**src/rtl/demux_serial_driver.sv**
```systemverilog
// Serializer feeding the 1-to-4 demux: accepts a parallel word plus channel,
// shifts it out MSB-first on a while holding s, then idles for GAP cycles.
module demux_serial_driver #(
  parameter int unsigned WIDTH = 8,
  parameter int unsigned GAP   = 1
) (
  input  logic             clk,
  input  logic             rst_n,
  input  logic             in_valid,
  output logic             in_ready,
  input  logic [WIDTH-1:0] in_data,
  input  logic [1:0]       in_chan,
  input  logic             in_auto,
  output logic             a,
  output logic [1:0]       s,
  output logic             frame,
  output logic             done,
  output logic             busy
);

  typedef enum logic [1:0] {
    S_IDLE,
    S_SHIFT,
    S_GAP
  } state_t;

  localparam logic [5:0] LAST_BIT = 6'(WIDTH - 1);
  // Second-to-last bit index; unreachable sentinel when WIDTH==1
  localparam logic [5:0] PEN_BIT  = (WIDTH > 1) ? 6'(WIDTH - 2) : 6'h3F;
  localparam logic [3:0] LAST_GAP = (GAP > 0) ? 4'(GAP - 1) : 4'd0;
  localparam logic       HAS_GAP  = (GAP > 0);
  localparam logic       ONE_BIT  = (WIDTH == 1);

  state_t           state, state_n;
  logic [WIDTH-1:0] shreg, shreg_n, shifted;
  logic [5:0]       bit_cnt, bit_cnt_n;
  logic [3:0]       gap_cnt, gap_cnt_n;
  logic [1:0]       rr_ptr, rr_ptr_n;
  logic             a_n, frame_n, done_n, busy_n;
  logic [1:0]       s_n;

  assign in_ready = (state == S_IDLE) && rst_n;
  assign shifted  = shreg << 1;

  // Next-state and next-output computation; outputs are registered below
  always_comb begin
    state_n   = state;
    shreg_n   = shreg;
    bit_cnt_n = bit_cnt;
    gap_cnt_n = gap_cnt;
    rr_ptr_n  = rr_ptr;
    a_n       = 1'b0;
    s_n       = s;
    frame_n   = 1'b0;
    done_n    = 1'b0;
    busy_n    = busy;
    case (state)
      S_IDLE: begin
        busy_n = 1'b0;
        if (in_valid && in_ready) begin
          s_n       = in_auto ? rr_ptr : in_chan;
          shreg_n   = in_data;
          a_n       = in_data[WIDTH-1];
          frame_n   = 1'b1;
          done_n    = ONE_BIT;
          bit_cnt_n = '0;
          busy_n    = 1'b1;
          state_n   = S_SHIFT;
          if (in_auto) rr_ptr_n = rr_ptr + 2'd1;
        end
      end
      S_SHIFT: begin
        if (bit_cnt == LAST_BIT) begin
          busy_n    = HAS_GAP;
          gap_cnt_n = '0;
          state_n   = HAS_GAP ? S_GAP : S_IDLE;
        end else begin
          shreg_n   = shifted;
          a_n       = shifted[WIDTH-1];
          bit_cnt_n = bit_cnt + 6'd1;
          done_n    = (bit_cnt == PEN_BIT);
          busy_n    = 1'b1;
        end
      end
      S_GAP: begin
        if (gap_cnt == LAST_GAP) begin
          busy_n  = 1'b0;
          state_n = S_IDLE;
        end else begin
          gap_cnt_n = gap_cnt + 4'd1;
        end
      end
      default: begin
        busy_n  = 1'b0;
        state_n = S_IDLE;
      end
    endcase
  end

  // State and registered-output update with synchronous reset
  always_ff @(posedge clk) begin
    if (!rst_n) begin
      state   <= S_IDLE;
      shreg   <= '0;
      bit_cnt <= '0;
      gap_cnt <= '0;
      rr_ptr  <= '0;
      a       <= 1'b0;
      s       <= '0;
      frame   <= 1'b0;
      done    <= 1'b0;
      busy    <= 1'b0;
    end else begin
      state   <= state_n;
      shreg   <= shreg_n;
      bit_cnt <= bit_cnt_n;
      gap_cnt <= gap_cnt_n;
      rr_ptr  <= rr_ptr_n;
      a       <= a_n;
      s       <= s_n;
      frame   <= frame_n;
      done    <= done_n;
      busy    <= busy_n;
    end
  end

endmodule

```
**config.mk**
```make
export PLATFORM = sky130hd
export DESIGN_NAME = demux_serial_driver
export DESIGN_NICKNAME = d
export VERILOG_FILES = /design/src/rtl/demux_serial_driver.sv
export SDC_FILE = /design/constraint.sdc
export NUM_CORES = 1
export LEC_CHECK = 0
export BUFFER_PORTS_ARGS = -buffer_cell sky130_fd_sc_hd__buf_2
export CORE_AREA = 2 2 55 57
export CTS_CLUSTER_SIZE = 28
export DETAILED_ROUTE_END_ITERATION = 7
export DIE_AREA = 0 0 57 59
export PLACE_DENSITY = 0.66
export SLEW_MARGIN = 20
export SYNTH_ARGS = -nofsm -noshare
export SYNTH_HDL_FRONTEND = slang
export SYNTH_SLANG_ARGS = --single-unit
```
**constraint.sdc**
```tcl
create_clock -name clk -period 1.8 [get_ports clk]
set_clock_uncertainty 0.1 [all_clocks]
set_input_delay 0.27 -clock clk [delete_from_list [all_inputs] [get_ports clk]]
set_output_delay 0.27 -clock clk [all_outputs]
set_load 0.01 [all_outputs]
```
==> results of run 1 <==
-- sequential cells by signal, summed over array words and instances (netlist names), 2 cells and up --
| name | flops |
|---|---|
| bit_cnt | 6 |
| gap_cnt | 4 |
| rr_ptr | 2 |
| s | 2 |
| shreg | 7 |
| state | 2 |
-- final cells by class --
type	instances	area (µm²)
sequential	27	541
multi-input combinational	104	757
inverter	5	18.8
clock buffer	4	26.3
timing repair buffer	26	149
tap	31	38.8
fill	247	1180
-- path summary, 6_finish.rpt --
path	slack (ns)	depth (start not counted)	from	end
max	0.08	6	bit_cnt[1]	shreg[4]
min	0.11	3	in_data[7]	a
max reg2reg	0.08	6	bit_cnt[1]	shreg[4]
min reg2reg	0.41	2	gap_cnt[1]	gap_cnt[1]
-- critical path: cells and delay by family, from the launching register on --
family | cells | cell delay [ns]
flip-flops | 1 | 0.38
AO/OA/AOI/OAI | 2 | 0.31
adder cells (fa/ha/maj) | 1 | 0.21
buffers and inverters | 1 | 0.19
AND/OR/NAND/NOR | 2 | 0.44
-- cell usage after synthesis --
| cell | number |
|---|---|
| sky130_fd_sc_hd__and3_2 | 2 |
| sky130_fd_sc_hd__o211ai_4 | 1 |
| sky130_fd_sc_hd__buf_6 | 1 |
| sky130_fd_sc_hd__a32oi_2 | 1 |
| sky130_fd_sc_hd__inv_1 | 4 |
| sky130_fd_sc_hd__dfxtp_1 | 27 |
| sky130_fd_sc_hd__a32oi_1 | 1 |
| sky130_fd_sc_hd__nand2_1 | 16 |
| sky130_fd_sc_hd__or3b_4 | 1 |
| sky130_fd_sc_hd__nor2b_1 | 6 |
| sky130_fd_sc_hd__nand2b_1 | 3 |
| sky130_fd_sc_hd__a22oi_1 | 1 |
| sky130_fd_sc_hd__xnor2_1 | 2 |
| sky130_fd_sc_hd__a21boi_1 | 3 |
| sky130_fd_sc_hd__o21bai_1 | 1 |
| sky130_fd_sc_hd__a21oi_2 | 1 |
| sky130_fd_sc_hd__o211a_1 | 8 |
| sky130_fd_sc_hd__mux2i_1 | 3 |
| sky130_fd_sc_hd__ha_1 | 4 |
| sky130_fd_sc_hd__and2_1 | 6 |
| sky130_fd_sc_hd__or3b_1 | 1 |
| sky130_fd_sc_hd__buf_2 | 3 |
| sky130_fd_sc_hd__clkbuf_1 | 3 |
| sky130_fd_sc_hd__o21ai_0 | 4 |
| sky130_fd_sc_hd__a2bb2oi_1 | 1 |
| sky130_fd_sc_hd__nand3b_1 | 1 |
| sky130_fd_sc_hd__a21oi_1 | 2 |
| sky130_fd_sc_hd__o211ai_1 | 1 |
| sky130_fd_sc_hd__inv_2 | 1 |
| sky130_fd_sc_hd__and4b_1 | 2 |
| sky130_fd_sc_hd__nor3b_1 | 2 |
| sky130_fd_sc_hd__o21ai_1 | 3 |
| sky130_fd_sc_hd__nand4bb_1 | 1 |
| sky130_fd_sc_hd__nand3_1 | 6 |
| sky130_fd_sc_hd__a31o_1 | 2 |
| sky130_fd_sc_hd__o21a_1 | 1 |
| sky130_fd_sc_hd__nor4b_4 | 1 |
| sky130_fd_sc_hd__and4_2 | 1 |
| sky130_fd_sc_hd__nor2_1 | 10 |
| sky130_fd_sc_hd__and3_1 | 2 |
| sky130_fd_sc_hd__nand3_2 | 3 |
-- power by group --
group / switching [mW] / total, mW / leakage (nW) / internal (mW)
registers: 0.0215 / 0.654 / 0.221 / 0.633
clock network: 0.176 / 0.262 / 0.0150 / 0.0869
logic: 0.112 / 0.209 / 0.479 / 0.0972
-- logic make-up after synthesis --
logic type | Yosys count | share of synthesized area, %
AND/OR/NAND/NOR | 64 | 28.9
AO/OA/AOI/OAI | 31 | 19.3
flip-flops | 27 | 40.3
buffers and inverters | 12 | 4.20
adder cells (fa/ha/maj) | 4 | 3.73
multiplexers | 3 | 2.24
XOR/XNOR | 2 | 1.31
-- timing repair --
| action | in CTS | in global routing |
|---|---|---|
| buffers inserted | 0 | 0 |
| resized for setup | 0 | 3 |
| endpoints found under the setup margin | 0 | 6 |
| hold buffers | 0 | 0 |
-- placed cells by master, fill, tap and decap left out, types with 5 or more instances in the layout --
cell type,netlist,routed
sky130_fd_sc_hd__nand3_1,6,6
sky130_fd_sc_hd__dfxtp_1,27,27
sky130_fd_sc_hd__buf_4,0,5
sky130_fd_sc_hd__o211a_1,8,8
sky130_fd_sc_hd__nor2_1,10,10
sky130_fd_sc_hd__nand2_1,16,16
sky130_fd_sc_hd__and2_1,6,6
sky130_fd_sc_hd__nor2b_1,6,6
sky130_fd_sc_hd__buf_2,3,20
-- metal layers --
| metal | part of all wire [%] | wire, µm | track usage [%] | up-vias |
|---|---|---|---|---|
| met5 | 0 | 0 | 0 | - |
| met4 | 2.0 | 53 | 9.63 | 0 |
| met3 | 3.6 | 98 | 2.18 | 4 |
| met2 | 46 | 1250 | 30.4 | 22 |
| met1 | 48 | 1310 | 20.7 | 505 |
| li1 | - | - | - | 552 |
==> results.ini, run 1 <==
[run_status]
run_status=finished, final reports clean

[placed_design]
hpwlAfterDp_mm=1.94
placement_setup_slack_ns=0.0675
numPortBuffers=20
post-place-cells=193
final_wtd_congestion=0.775
dpl_cell_area_um2=1490

[drt]
antenna_violating_nets_post_route=0
dr_total_vias=1083
first_pass_iters=4
drc_errors=0
vias_per_cell=5.50
totalWireLength_mm=2.71
route.detailed.wl_per_inst_um=13.7
drc_marker_count_from_the_first_detailed_route_iteration=26

[final_layout]
fin_nets=185
antenna_cells_inserted=0
final_std_cells_w_o_fill=197
design_area_um2=1530
finish.utilization_pct=56.5
share_of_cells_above_drive_strength_1_pct=25.3
flow.area_growth_from_synthesis_pct=14.2

[synthesis]
syn-mean-instance-area_um2=9.37
postSynthNetCount=161
synth_seq_cells=27
synthDistinctLibCells=41
synthTopCellsByArea=sky130_fd_sc_hd__dfxtp_1 (40%), sky130_fd_sc_hd__o211a_1 (6.0%), sky130_fd_sc_hd__nand2_1 (4.5%)
synth_cells=143
netlist.top_cell.by_area=sky130_fd_sc_hd__dfxtp_1
syn_area_um2=1340
ys_warn_count=0
yosys.area.top_type_share_pct=40.3
synth_seq_area_share_pct=40.3

[global_route]
gr-usage-all-layers_pct=17.4
grt_pass1_wl_mm=4.51
grt.overflow.total=0
largest_net_degree_at_the_start_of_global_routing=30
antenna_found_initial=0
first_global_vias=1077

[floorplan]
die_height_um=59
die_area_um2=3360
pin_count=21
chipWidth_um=57
start_util_pct=49.4
core_area_um2=2710
std_cell_rows=19

[power_and_ir_drop]
ir_drop_mv=0.444
static-leakage-power_nw=0.714
cellPowerDensity_nw_per_um2=736
total_power_mw=1.13

[sta]
grt_setup_unrepaired=false
max_freq_mhz=583
finalSetupViolations=0
setup_total_neg_slack_ns=0
fin_worst_hold_slack_ns=0.107
final_max_slew_viol_count=0
report.final.hold_viol_count=0
tightest_slew_ns=0.396
max-slew-margin-rel_pct=73.5
post-route-worst-setup-slack_ns=0.0840
fin_crit_sh_pct=95.3
min_cycle_time_layout_ns=1.72

[clock_tree]
clock_sink_count=27
ctsHtreeMaxLevel=1
worst_setup_hold_path_clk_slew_ns=0.14
cts_max_path_buffers=2
clockRootBuffer=sky130_fd_sc_hd__clkbuf_4
cts_inserted_buffers=3
cts_tree=built
insertion_delay_ns=0.32

[setup_path]
critical_path_class=reg -> reg
critical_path.startpoint_type=flip-flop
worstPathCellList=ha_1 > or3b_4 > o211ai_4 > buf_6 > nand3_1 > o211a_1
critPathSlowestCell=sky130_fd_sc_hd__dfxtp_1
worst-endpoint-arrival_ns=1.85
peak_per_stage_delay_on_the_critical_path_ns=0.38
end_kind=flip-flop
cp.required_ns=1.93
worstPathMaxFanout=10

[run]
number_of_max_cap_violations=0

[hold_path]
min-delay-path-class=in -> reg

Power figures use the tool's default switching activity.
==> inputs of run 2 (changes only) <==
Settings changed: CORE_AREA 2 2 55 57 to 2 2 67 50, DIE_AREA 0 0 57 59 to 0 0 69 52, PLACE_DENSITY 0.66 to 0.63.
==> run 2 against run 1 <==
Net effect:
- sequential share of layout area is 0.87 points lower
- design area is 2.5% higher
- first-iteration DRC count is 88% higher
- register-to-register slack hardly changed
- total power is 8.2% higher
- critical path depth is 2 lower
- critical endpoint is now bit_cnt[5]
- largest cell class unchanged
- highest routed layer unchanged
==> results.ini, run 2 (synthesized netlist as in run 1, its figures left out) <==
[drt]
drc_errors=0
totalWireLength_mm=2.75
dr_total_vias=1077
drc_marker_count_from_the_first_detailed_route_iteration=49
route.detailed.wl_per_inst_um=13.4
antenna_violating_nets_post_route=0
vias_per_cell=5.25
first_pass_iters=4

[final_layout]
share_of_cells_above_drive_strength_1_pct=26.3
fin_nets=186
largest_register_ffs=7
regMostFlops=shreg
mostFrequentLayoutCell=sky130_fd_sc_hd__dfxtp_1
finish.utilization_pct=52.7
antenna_cells_inserted=0
reg_top3=shreg x7, bit_cnt x6, gap_cnt x4
most-common-layout-cells=sky130_fd_sc_hd__dfxtp_1 (27), sky130_fd_sc_hd__buf_2 (20), sky130_fd_sc_hd__nand2_1 (16)
flow.area_growth_from_synthesis_pct=17.1

[global_route]
gr-usage-all-layers_pct=16.9
first_global_vias=1057
grt_pass1_wl_mm=4.77
grt.overflow.total=0
antenna_found_initial=0
largest_net_degree_at_the_start_of_global_routing=30

[setup_path]
critical_path.startpoint_type=flip-flop
reg2reg_slack_ns=0.1
end_kind=flip-flop
worstPathMaxFanout=5
worst-endpoint-arrival_ns=1.78
cp.required_ns=1.88
critical_path_class=reg -> reg

[clock_tree]
insertion_delay_ns=0.27
cts_hold_buffers=0
clock_sink_count=27
cts.repair_timing.setup_buffer_count=0
cts_max_path_buffers=2
cts_inserted_buffers=3
clockRootBuffer=sky130_fd_sc_hd__clkbuf_8
cts_tree=built
ctsHtreeMaxLevel=1
worst_setup_hold_path_clk_slew_ns=0.09

[power_and_ir_drop]
total_power_mw=1.22
cellPowerDensity_nw_per_um2=777
ir_drop_mv=0.486
static-leakage-power_nw=0.734

[run_status]
run_status=finished, final reports clean

[floorplan]
die_height_um=52
core_area_um2=2980
std_cell_rows=17
chipWidth_um=69
die_area_um2=3590
pin_count=21
start_util_pct=45.0

[run]
number_of_max_cap_violations=0

[sta]
finalSetupViolations=0
post-route-worst-setup-slack_ns=0.0987
grt_setup_unrepaired=false
fin_crit_sh_pct=94.5
max-slew-margin-rel_pct=63.5
final_max_slew_viol_count=0
min_cycle_time_layout_ns=1.70
report.final.hold_viol_count=0
max_freq_mhz=588
setup_total_neg_slack_ns=0
tightest_slew_ns=0.545

[placed_design]
placement_setup_slack_ns=0.0887
numPortBuffers=20
hpwlAfterDp_mm=2.03
final_wtd_congestion=0.820

[hold_path]
min-delay-path-class=in -> reg

## run 2: critical path, stage by stage (launching register included)
cell	delay (ns)
sky130_fd_sc_hd__dfxtp_1	0.37
sky130_fd_sc_hd__nor4b_4	0.56
sky130_fd_sc_hd__a21oi_2	0.17
sky130_fd_sc_hd__and4b_1	0.22
sky130_fd_sc_hd__a31o_1	0.18
## run 2: cell type report
cell class / count / area (µm²)
fill: 308 / 1410
multi-input combinational: 104 / 759
sequential: 27 / 541
timing repair buffer: 27 / 156
tap: 38 / 47.5
clock buffer: 3 / 41.3
inverter: 5 / 18.8
clock inverter: 1 / 5.00
## run 2: final timing paths
path	from	end	depth (start not counted)
max	bit_cnt[3]	bit_cnt[5]	4
min	in_data[7]	a	3
max reg2reg	bit_cnt[3]	bit_cnt[5]	4
min reg2reg	gap_cnt[1]	gap_cnt[1]	2
## run 2: metrics by stage
step | hold slack [ns] | instances | area (µm²)
floorplan | 0.331 | 143 | 1340
global placement | 0.373 | 201 | 1500
detailed placement | 0.386 | 201 | 1500
CTS | 0.200 | 205 | 1550
global route | 0.217 | 205 | 1570
finish | 0.190 | 205 | 1570
## run 2: power by group
group          total [mW]  internal [mW]  switching (mW)  leakage (nW)
registers           0.653          0.632          0.0210         0.221
logic               0.216          0.102           0.114         0.488
clock network       0.349          0.155           0.194        0.0255
total                1.22          0.890           0.329         0.734
## run 2: timing repair
action | CTS | global route
setup endpoints to repair | 0 | 4
resized for setup | 0 | 3
endpoints found under the hold margin | 0 | 0
## run 2: layer usage
metal  routed length [µm]  global-route usage [%]  vias up
met3                  118                    5.23        4
met5                    0                       0        -
met4                   41                    5.88        0
met2                 1130                    27.2       20
li1                     -                       -      553
met1                 1460                    21.6      500
==> inputs of run 3 (changes only) <==
Settings changed: BUFFER_PORTS_ARGS -buffer_cell sky130_fd_sc_hd__buf_2 to -buffer_cell sky130_fd_sc_hd__buf_4.
Clock period 1.8 ns to 1.74 ns, I/O delays scaled along.
==> run 3 against run 2 <==
Net effect:
- utilization increased by 3.1 points
- total power increased by 4.2%
- via count grew 2.7%
- first-iteration DRC count decreased by 12%
- sequential cell count unchanged
- routed wire length grew 3.7%
- critical path depth up 2
- global-route usage up 0.53 points
- sequential share of layout area decreased by 1.9 points
- setup slack worse by 0.0049 ns
- largest cell class unchanged
- critical path type unchanged
- clock-buffer cell count up 1
- register-to-register slack about the same
==> results.ini, run 3 (synthesized netlist as in run 1, its figures left out) <==
[run_status]
run_status=finished, final reports clean

[global_route]
first_global_vias=1115
antenna_found_initial=0
grt.overflow.total=0
gr-usage-all-layers_pct=17.4
largest_net_degree_at_the_start_of_global_routing=30
grt_pass1_wl_mm=4.97

[clock_tree]
ctsHtreeMaxLevel=1
worst_setup_hold_path_clk_slew_ns=0.09
cts_inserted_buffers=3
clock_sink_count=27
cts_max_path_buffers=2
insertion_delay_ns=0.27
cts_hold_buffers=0
clockRootBuffer=sky130_fd_sc_hd__clkbuf_8
cts_tree=built

[final_layout]
share_of_cells_above_drive_strength_1_pct=28.9
fin_nets=192
mostFrequentLayoutCell=sky130_fd_sc_hd__buf_4
largest_register_ffs=7
fillers=285
flow.area_growth_from_synthesis_pct=23.9
antenna_cells_inserted=0
most-common-layout-cells=sky130_fd_sc_hd__buf_4 (31), sky130_fd_sc_hd__dfxtp_1 (27), sky130_fd_sc_hd__nand2_1 (16)
regMostFlops=shreg
design_area_um2=1660
reg_top3=shreg x7, bit_cnt x6, gap_cnt x4

[sta]
setup_total_neg_slack_ns=0
tightest_slew_ns=0.342
max_freq_mhz=607
finalSetupViolations=0
min_cycle_time_layout_ns=1.65
fin_crit_sh_pct=94.6
final_max_slew_viol_count=0
report.final.hold_viol_count=0
max-slew-margin-rel_pct=77.2

[setup_path]
worst-endpoint-arrival_ns=1.72
cp.required_ns=1.81
crit_buf_inv=1
critical_path_class=reg -> reg
critical_path.startpoint_type=flip-flop
worstPathMaxFanout=7
critPathSlowestCell=sky130_fd_sc_hd__or3b_4
cpLargestDelayFamily=simple AND/OR/NAND/NOR gates
end_kind=flip-flop
critical_path_launch_point=bit_cnt[0]
reg2reg_slack_ns=0.09
r2r_startpoint=bit_cnt[0]
worstPathCellList=ha_1 > or3b_4 > o211ai_4 > buf_6 > o21ai_1 > and2_1
peak_per_stage_delay_on_the_critical_path_ns=0.39

[hold_path]
timing.hold.worst.start=in_data[7]
min-delay-path-class=in -> reg

[drt]
vias_per_cell=5.24
drc_marker_count_from_the_first_detailed_route_iteration=43
route.detailed.wl_per_inst_um=13.5
antenna_violating_nets_post_route=0
dr_total_vias=1106
drc_errors=0
totalWireLength_mm=2.86
first_pass_iters=4

[power_and_ir_drop]
ir_drop_mv=0.379
cellPowerDensity_nw_per_um2=765
static-leakage-power_nw=0.770

[run]
number_of_max_cap_violations=0

[placed_design]
numPortBuffers=20
hpwlAfterDp_mm=2.08
final_wtd_congestion=0.787
dpl_cell_area_um2=1590

[floorplan]
pin_count=21
chipWidth_um=69
std_cell_rows=17
die_height_um=52
start_util_pct=45.0
die_area_um2=3590
core_area_um2=2980

-- run 3: changes by cell type in the layout (fill, tap and decap cells not counted), sizes merged --
cell / change
buf: +6
clkbuf: +1
clkinv: -1
-- run 3: stage by stage --
stage	hold slack (ns)	setup WS, ns	util, %	power (mW)	instances
final	0.178	0.0938	55.8	1.27	211
after global routing	0.178	-0.00408	55.8	1.35	211
after CTS	0.193	0.0258	54.9	1.27	210
after detailed placement	0.377	0.0357	53.4	0.927	206
after global placement	0.371	0.0832	53.4	0.921	206
after floorplan	0.322	0.0963	-	0.842	143
-- run 3: repair_timing --
action | CTS | global route
setup endpoints to repair | 0 | 8
gates resized for setup | 0 | 4
setup buffers | 0 | 0
-- run 3: worst paths after layout --
path	endpoint	depth (start not counted)
setup / recovery	shreg[0]	6
hold reg to reg	gap_cnt[0]	2
hold / removal	a	3
setup reg to reg	shreg[0]	6
-- run 3: layer usage --
| layer | routed length [µm] | global-route usage, % |
|---|---|---|
| met5 | 0 | 0 |
| met4 | 24 | 3.92 |
| met3 | 180 | 5.04 |
| met2 | 1210 | 28.2 |
| met1 | 1440 | 23.2 |
-- run 3: tightest hold or removal path: stages --
cell and delay, ns:
sky130_fd_sc_hd__buf_4 0.08, sky130_fd_sc_hd__a22oi_1 0.07, sky130_fd_sc_hd__nor2_1 0.10
-- run 3: layout make-up --
class | instances | area [µm²] | area share (%)
repair buffers | 33 | 249 | 15.0
flip-flops and latches | 27 | 541 | 32.6
inverters | 5 | 18.8 | 1.13
clock buffers | 4 | 45.0 | 2.71
multi-input cells | 104 | 759 | 45.7
well taps | 38 | 47.5 | 2.86
-- run 3: where the power goes --
part	internal (mW)	switching [mW]	leakage, nW
sequential	0.654	0.0200	0.221
combinational	0.125	0.124	0.527
clock	0.164	0.183	0.0228
